===== config.mk =====
export PLATFORM = sky130hd
export DESIGN_NAME = cla96_pipe_addsub
export DESIGN_NICKNAME = d
export VERILOG_FILES = /design/src/rtl/cla96_pkg.sv /design/src/rtl/cla24_seg.sv /design/src/rtl/cla96_pipe_addsub.sv
export SDC_FILE = /design/constraint.sdc
export NUM_CORES = 1
export LEC_CHECK = 0
export ABC_AREA = 1
export CAP_MARGIN = 10
export CORE_MARGIN = 2
export CORE_UTILIZATION = 59
export DETAILED_ROUTE_END_ITERATION = 7
export GPL_TIMING_DRIVEN = 0
export PLACE_DENSITY = 0.88
export RECOVER_POWER = 100
export SLEW_MARGIN = 20
export SYNTH_ARGS = -nofsm -noshare
export SYNTH_HDL_FRONTEND = slang
export SYNTH_SLANG_ARGS = --single-unit

===== constraint.sdc =====
create_clock -name clk -period 16.9 [get_ports clk]
set_input_delay 1.69 -clock clk [delete_from_list [all_inputs] [get_ports clk]]
set_output_delay 1.69 -clock clk [all_outputs]
set_load 0.02 [all_outputs]

===== src/rtl/cla96_pkg.sv =====
// Shared constants and types for the 96-bit pipelined carry-lookahead add/subtract datapath.
package cla96_pkg;
  localparam int CLA96_WIDTH = 96;
  localparam int CLA96_SEG_W = 24;
  localparam int CLA96_NSEG  = 4;
  localparam int GRP_W       = 4;

  typedef logic [CLA96_SEG_W-1:0] seg_t;
endpackage


===== src/rtl/cla24_seg.sv =====
// Combinational segment adder: 4-bit lookahead groups, carry rippled group to group.
module cla24_seg
  import cla96_pkg::*;
#(
  parameter int SEG_W = CLA96_SEG_W
) (
  input  logic [SEG_W-1:0] a,
  input  logic [SEG_W-1:0] b,
  input  logic             cin,
  output logic [SEG_W-1:0] s,
  output logic             cout,
  output logic             c_msb
);
  localparam int NGRP = SEG_W / GRP_W;

  logic [NGRP:0] gc;
  assign gc[0] = cin;

  genvar gi;
  for (gi = 0; gi < NGRP; gi++) begin : g_grp
    logic [GRP_W-1:0] p, g, c;
    assign p = a[gi*GRP_W +: GRP_W] ^ b[gi*GRP_W +: GRP_W];
    assign g = a[gi*GRP_W +: GRP_W] & b[gi*GRP_W +: GRP_W];
    assign c[0] = gc[gi];
    assign c[1] = g[0] | (p[0] & c[0]);
    assign c[2] = g[1] | (g[0] & p[1]) | (c[0] & p[0] & p[1]);
    assign c[3] = g[2] | (g[1] & p[2]) | (g[0] & p[1] & p[2]) | (c[0] & p[0] & p[1] & p[2]);
    assign gc[gi+1] = g[3] | (g[2] & p[3]) | (g[1] & p[2] & p[3]) | (g[0] & p[1] & p[2] & p[3])
                    | (c[0] & p[0] & p[1] & p[2] & p[3]);
    assign s[gi*GRP_W +: GRP_W] = p ^ c;
  end

  assign cout  = gc[NGRP];
  assign c_msb = g_grp[NGRP-1].c[GRP_W-1];
endmodule


===== src/rtl/cla96_pipe_addsub.sv =====
// Pipelined add/subtract: one SEG_W segment resolved per stage, operands skewed forward,
// finished low segments de-skewed alongside, whole pipe advancing on a single enable.
module cla96_pipe_addsub
  import cla96_pkg::*;
#(
  parameter int WIDTH = CLA96_WIDTH,
  parameter int SEG_W = CLA96_SEG_W,
  parameter int NSEG  = CLA96_NSEG
) (
  input  logic             clk,
  input  logic             rst,
  input  logic             in_valid,
  output logic             in_ready,
  input  logic [WIDTH-1:0] a,
  input  logic [WIDTH-1:0] b,
  input  logic             sub,
  input  logic             c_in,
  output logic             out_valid,
  input  logic             out_ready,
  output logic [WIDTH-1:0] sum,
  output logic             c_out,
  output logic             ovf
);
  logic             adv;
  logic [NSEG-1:0]  valid_q, valid_d;
  logic [WIDTH-1:0] b_eff;

  assign adv      = ~valid_q[NSEG-1] | out_ready;
  assign in_ready = adv;
  assign b_eff    = sub ? ~b : b;
  assign valid_d  = {valid_q[NSEG-2:0], in_valid};

  always_ff @(posedge clk) begin
    if (rst)      valid_q <= '0;
    else if (adv) valid_q <= valid_d;
  end

  genvar gi;
  for (gi = 0; gi < NSEG; gi++) begin : g_stage
    localparam int REM  = (NSEG - 1 - gi) * SEG_W;
    localparam int DONE = (gi + 1) * SEG_W;

    logic [REM+SEG_W-1:0] src_a, src_b;
    logic                 src_c;
    logic [SEG_W-1:0]     seg_s;
    logic                 seg_cout, seg_cmsb;
    logic [DONE-1:0]      res_d, res_q;
    logic                 carry_q;

    if (gi == 0) begin : g_src
      assign src_a = a;
      assign src_b = b_eff;
      assign src_c = sub ? 1'b1 : c_in;
      assign res_d = seg_s;
    end else begin : g_src
      assign src_a = g_stage[gi-1].g_ops.opa_q;
      assign src_b = g_stage[gi-1].g_ops.opb_q;
      assign src_c = g_stage[gi-1].carry_q;
      assign res_d = {seg_s, g_stage[gi-1].res_q};
    end

    cla24_seg #(.SEG_W(SEG_W)) u_seg (
      .a     (src_a[SEG_W-1:0]),
      .b     (src_b[SEG_W-1:0]),
      .cin   (src_c),
      .s     (seg_s),
      .cout  (seg_cout),
      .c_msb (seg_cmsb)
    );

    always_ff @(posedge clk) begin
      if (rst) begin
        res_q   <= '0;
        carry_q <= 1'b0;
      end else if (adv) begin
        res_q   <= res_d;
        carry_q <= seg_cout;
      end
    end

    if (gi < NSEG - 1) begin : g_ops
      // Pending upper operand segments; qualified by valid, so no reset needed.
      logic [REM-1:0] opa_q, opb_q;
      logic           cmsb_unused;
      assign cmsb_unused = seg_cmsb;

      always_ff @(posedge clk) begin
        if (adv) begin
          opa_q <= src_a[REM+SEG_W-1:SEG_W];
          opb_q <= src_b[REM+SEG_W-1:SEG_W];
        end
      end
    end else begin : g_last
      logic ovf_q;

      always_ff @(posedge clk) begin
        if (rst)      ovf_q <= 1'b0;
        else if (adv) ovf_q <= seg_cmsb ^ seg_cout;
      end
    end
  end

  assign out_valid = valid_q[NSEG-1];
  assign sum       = g_stage[NSEG-1].res_q;
  assign c_out     = g_stage[NSEG-1].carry_q;
  assign ovf       = g_stage[NSEG-1].g_last.ovf_q;
endmodule


=== Word-level counts from Yosys, hierarchy flattened ===
Index checks and enable logic that the tools add are counted.

* Register bits: 537
* Input port bits: 198
* Output and inout bits: 100
* Logic and storage cells: 574

* Mux-type cells: 2
* Bitwise logic cells: 556

{| class="wikitable"
|+ Operator list
! cell !! count
|-
| $or A1 B1 Y1 || 241
|-
| $and A1 B1 Y1 || 240
|-
| $xor A4 B4 Y4 || 48
|-
| $and A4 B4 Y4 || 24
|-
| $mux W96 || 1
|-
| $not A96 Y96 || 1
|-
| $mux W1 || 1
|-
| $not A1 Y1 || 1
|-
| $xor A1 B1 Y1 || 1
|}

=== Logic depth before layout (Yosys ltp) ===
* Depth after elaboration: 33
* Gate-level depth with buffers: 47
* Depth with buffers taken out: 45

=== Hierarchy ===
A second synthesis with hierarchy kept.

* Cell total of the unflattened synthesis: 2110
* Area, all modules: 23083.4 sq um

{| class="wikitable"
|+ Modules (own cells, without submodules)
! module !! instances !! cells an instance !! area each (sq um) !! seq. area each (sq um)
|-
| cla96_pipe_addsub || 1 || 1484 || 18738.0 || 13633.1
|-
| cla24_seg at g_stage[1].u_seg ... || 2 || 159 || 1106.1 || 0.0
|-
| cla24_seg at g_stage[2].u_seg || 1 || 161 || 1103.6 || 0.0
|-
| cla24_seg at g_stage[0].u_seg || 1 || 147 || 1029.7 || 0.0
|}

=== Worst setup path before layout ===
OpenSTA, ideal clock, no wires.

* Kind: input-to-reg
* Start: input port sub
* End: register g_stage[0].res_q[22]
* Library setup time: 109 ps
* Data arrival time: 6338 ps
* Data required time: 16791 ps
* Slack: 10453 ps
* Stages on the path: 47
* Buffers on the path: 2
* Path through: buf_2 buf_2 xnor2_1 inv_1 ha_1 ha_1 nand3_1 nand3_1 nand2_1 inv_1 nor2_1 inv_1 ha_1 nand3_1 nand3_1 nand2_1 inv_1 nor2_1 [... 11 more ...] nand2_1 inv_1 nor2_1 inv_1 ha_1 nand3_1 nand3_1 nand2_1 inv_1 nor2_1 inv_1 ha_1 nand2_1 nand3b_1 xnor2_1 nand2_1 nand2_1 inv_1

* Word-level cells in the longest chain between the ends: 31
* Elaborated cells between the ends (all ways): 90
* Classes of those cells: mux: 2; bitwise: 88

{| class="wikitable"
|+ RTL lines
! what !! RTL line !! RTL
|-
| start: declaration || cla96_pipe_addsub.sv:16 || <nowiki>input logic sub,</nowiki>
|-
| $mux W96 || cla96_pipe_addsub.sv:30 || <nowiki>assign b_eff = sub ? ~b : b;</nowiki>
|-
| $and A4 B4 Y4 or $xor A4 B4 Y4 (tied branches) || cla24_seg.sv:23, cla24_seg.sv:22 ||
|-
| $and A1 B1 Y1 (on tied branches) || cla24_seg.sv:28, cla24_seg.sv:29 ||
|-
| $or A1 B1 Y1 (tied with other cells) (2 in series) || cla24_seg.sv:28 || <nowiki>assign gc[gi+1] = g[3] | (g[2] & p[3]) | (g[1] & p[2] & p[3]) | (g[0] & p[1] & p[2] & p[3])</nowiki>
|-
| $or A1 B1 Y1 or $and A1 B1 Y1 (tied branches) || cla24_seg.sv:28, cla24_seg.sv:29 ||
|-
| $or A1 B1 Y1 || cla24_seg.sv:29 || <nowiki>| (c[0] & p[0] & p[1] & p[2] & p[3]);</nowiki>
|-
| $and A1 B1 Y1 (4 in series) || cla24_seg.sv:29 ||
|-
| $or A1 B1 Y1 || cla24_seg.sv:29 ||
|-
| $and A1 B1 Y1 (4 in series) || cla24_seg.sv:29 ||
|-
| $or A1 B1 Y1 || cla24_seg.sv:29 ||
|-
| $and A1 B1 Y1 (4 in series) || cla24_seg.sv:29 ||
|-
| $or A1 B1 Y1 || cla24_seg.sv:29 ||
|-
| $and A1 B1 Y1 (4 in series) || cla24_seg.sv:29 ||
|-
| $or A1 B1 Y1 || cla24_seg.sv:29 ||
|-
| $and A1 B1 Y1 (2 in series) || cla24_seg.sv:26 || <nowiki>assign c[2] = g[1] | (g[0] & p[1]) | (c[0] & p[0] & p[1]);</nowiki>
|-
| $or A1 B1 Y1 || cla24_seg.sv:26 ||
|-
| $xor A4 B4 Y4 * || cla24_seg.sv:30 || <nowiki>assign s[gi*GRP_W +: GRP_W] = p ^ c;</nowiki>
|-
| end signal: assignment || cla96_pipe_addsub.sv:76 || <nowiki>res_q <= res_d;</nowiki>
|-
| end: declaration || cla96_pipe_addsub.sv:47 || <nowiki>logic [DONE-1:0] res_d, res_q;</nowiki>
|}

Mark *: on every way between the ends. The rest lies on a longest branch, timed or not.
A chain may end at the register's enable or synchronous reset.

=== Worst setup path after layout ===
* Start: input port out_ready
* End: register g_stage[0].g_ops.opb_q[38] (enable)

* Word-level cells in the longest chain between the ends: 1

{| class="wikitable"
|+ RTL lines
! what !! RTL line !! RTL
|-
| start: declaration || cla96_pipe_addsub.sv:19 || <nowiki>input logic out_ready,</nowiki>
|-
| $or A1 B1 Y1 || cla96_pipe_addsub.sv:28 || <nowiki>assign adv = ~valid_q[NSEG-1] | out_ready;</nowiki>
|-
| end signal: assignment || cla96_pipe_addsub.sv:90 || <nowiki>opb_q <= src_b[REM+SEG_W-1:SEG_W];</nowiki>
|-
| end: declaration || cla96_pipe_addsub.sv:83 || <nowiki>logic [REM-1:0] opa_q, opb_q;</nowiki>
|}

No other way between the ends.

==> impl_metrics.toml <==
[power_and_ir_drop]
p_sw_w = 0.0008782
seqPwrFrac = 0.484
swShare = 0.2640
p_int_w = 0.002449
cellPowerDensity_nw_per_um2 = 120.8
power_w = 0.003327
power.leakage_nw = 12.43
pwr-share-clk = 0.350
p_comb_frac = 0.166
peakVddDrop_mv = 0.1068

[final_layout]
instances_no_fill = 2946
final_nets = 2731
fin_area_sq_um = 27540
layout-drive-gt1-share = 0.03781
area_growth_syn_to_layout_pct = 23.83

[clocking]
htreeDepth = 2
cts_tree = "yes"
root_buffer = "clkbuf_16"
path_clk_slew_ns = 0.06
ctsResizeCount = 0
clkLatencyLatePin_ns = 0.59
post_cts_buffers = 0
clock_path_buffers = 3
cts_hold_buf = 0
numCtsBuffers = 52
cts.sinks = 537

[sta]
rsz0062_at_grt = "no"
setup_violations = 0
fin_tns_setup_ns = 0
fin_crit_sh = 0.6300
finalCriticalPeriod_ns = 10.65
max_slew_margin = -2.359
hold_viol_final = 0
worst_pin_slew_ns = 5.038
setup_ws_ns = 6.254
drv_slew = 184
fin_skew_ns = 0.01031
fmax_mhz = 93.93

[drt]
drt_iter0_markers = 1165
route.detailed.drc = 0
drtPass1Iterations = 6
viasPerCell = 5.375
wl_per_cell_microns = 18.35
vias = 15840
ant_nets = 0
routed_wl_microns = 54060

[synthesis]
yosysWarnings = 0
ys_seq_area_frac = 0.6131
synthCells = 2037
ys_ff_latch = 537
synth_nets = 2379
syn_avg_cell_area_sq_um = 10.92
netlist_area_sq_um = 22240
synthDistinctLibCells = 24

[worst_setup_path]
crit_path_start_kind = "input pin"
critPathTopFamily = "buffers and inverters"
path_common_cell = "clkbuf_1"
cp.required_ns = 17.12
crit_chain = "dlygate4sd3_1 -> nor2_1 -> inv_1 -> clkbuf_1 -> clkbuf_1 -> clkbuf_1 -> clkbuf_1 -> buf_16"
slowest_stage = "clkbuf_1"
cp.buffers_inverters = 7
crit_fanout = 118
end_kind = "flop"
crit_type = "input pin to flop"
arrival_ns = 10.87
max_stage_delay_ns = 3.74

[floorplanning]
die_w_microns = 198.1
num_rows = 71
ios = 298
core_area_sq_um = 37400
start_util = 0.5946
die_area_sq_um = 39260
die_h_microns = 198.1

[placement]
dp_cells = 2846
pre_cts_slack_ns = 8.779
gp_congestion = 0.8870
detailed_place.area_sq_um = 25900
dp_hpwl_microns = 38260
port_buffers = 296

[global_routing]
grt_max_degree = 119
grt-ovfl-total = 0
track_usage = 0.2781
grt_pass1_vias = 16080
antenna_found_initial = 5
grt_pass1_wl_microns = 82850

[outcome]
violations = "capacitance limit, slew limit"
status = "finished with violations"

[run]
max_cap_viol_count = 2

[hold_path]
hp-class = "flop to flop"
## final timing paths
path	from	endpoint	slack (ns)	depth (start not counted)
max	out_ready	g_stage[0].g_ops.opb_q[38]$_DFFE_PP_	6.25	8
min	g_stage[1].g_ops.opb_q[28]$_DFFE_PP_	g_stage[2].g_ops.opb_q[4]$_DFFE_PP_	0.42	0
max reg2reg	valid_q[3]$_SDFFE_PP0P_	g_stage[0].g_ops.opb_q[38]$_DFFE_PP_	7.54	8
min reg2reg	g_stage[1].g_ops.opb_q[28]$_DFFE_PP_	g_stage[2].g_ops.opb_q[4]$_DFFE_PP_	0.42	0
## worst reg2reg max path, stage by stage (launching register included)
cell,delay (ns)
dfxtp_1,0.31
inv_1,0.05
nor2_1,0.17
inv_1,0.25
clkbuf_1,0.34
clkbuf_1,0.39
clkbuf_1,3.23
clkbuf_1,3.75
buf_16,0.42
## sequential cells by signal, indices dropped and copies added, names as in the netlist
name                 count
valid_q                  4
g_stage.g_ops.opa_q    144
ovf                      1
c_out                    1
g_stage.carry_q          3
sum                     96
g_stage.g_ops.opb_q    144
g_stage.res_q          144
## Yosys cell counts (all sizes together)
| cell type | number | area share |
|---|---|---|
| a21oi | 64 | 0.014 |
| inv | 157 | 0.027 |
| o21bai | 2 | 0.00068 |
| buf | 45 | 0.012 |
| dfxtp | 249 | 0.22 |
| nand3 | 95 | 0.021 |
| xnor2 | 44 | 0.017 |
| clkbuf | 47 | 0.0079 |
| edfxtp | 288 | 0.39 |
| o21ai | 247 | 0.056 |
| xor2 | 99 | 0.039 |
| a21o | 15 | 0.0051 |
| fa | 24 | 0.022 |
| nor2 | 334 | 0.057 |
| nand4 | 24 | 0.0068 |
| nand2 | 160 | 0.027 |
| nand3b | 23 | 0.0078 |
| ha | 120 | 0.068 |
## stage by stage
step	hold slack, ns	util
detailed placement	0.4045	0.6924
global route	0.4208	0.7362
finish	0.4154	0.7362
floorplan	0.4003	-
global placement	0.4015	0.6909
CTS	0.4162	0.7390
## layout make-up
class / count / area [sq um]
Antenna cell: 2 / 5.005
Buffer: 92 / 362.8
Clock buffer: 71 / 1496
Clock inverter: 27 / 244.0
Fill cell: 2412 / 9864
Inverter: 157 / 589.3
Multi-Input combinational cell: 1251 / 7571
Sequential cell: 537 / 13630
Tap cell: 511 / 639.4
Timing Repair Buffer: 298 / 2994
## routing by layer
metal  GRT usage  up-vias  routed length [microns]
met2      0.4930      631                    27440
met4      0.1256        6                     2175
li1            -     7557                        -
met5           0        -                       38
met1      0.3256     7502                    20540
met3     0.05604      139                     3863
## cell usage in the layout, fill, tap and decap left out, types with 2 or more instances in the layout
cell,Yosys,routed
clkinv_2,0,13
a21oi_1,64,64
clkinv_1,0,4
ha_1,120,120
clkbuf_8,0,6
dlygate4sd3_1,0,173
nor2_1,333,334
o21ai_0,234,236
xnor2_1,44,44
o21bai_1,2,2
nand4_1,24,24
nand3_1,95,95
dfxtp_1,249,249
inv_1,156,157
diode_2,0,2
nand2_1,160,160
clkdlybuf4s50_1,0,123
a21o_1,15,15
o21ai_1,13,11
nand3b_1,23,23
xor2_1,99,99
buf_2,36,5
fa_1,24,24
clkbuf_16,0,55
bufinv_16,0,3
edfxtp_1,288,288
clkinvlp_4,0,2
clkbuf_1,47,95
## logic make-up after synthesis
kind of cell,count (synthesis),synth area share
AO/OA/AOI/OAI,328,0.07574
XOR/XNOR,143,0.05632
adder cells (fa/ha/maj),144,0.08913
buffers and inverters,249,0.04608
flip-flops,537,0.6131
AND/OR/NAND/NOR,636,0.1196
## power by group through the flow
stage	clock network, W	logic (W)	registers [W]
final	0.00116	0.000553	0.00161
after global routing	0.00123	0.000610	0.00162
after CTS	0.00118	0.000566	0.00161
after detailed placement	0	0.000556	0.00164
after global placement	0	0.000528	0.00162
after floorplan	0	0.000303	0.00165
No activity file was read; power rests on OpenSTA's default activity.
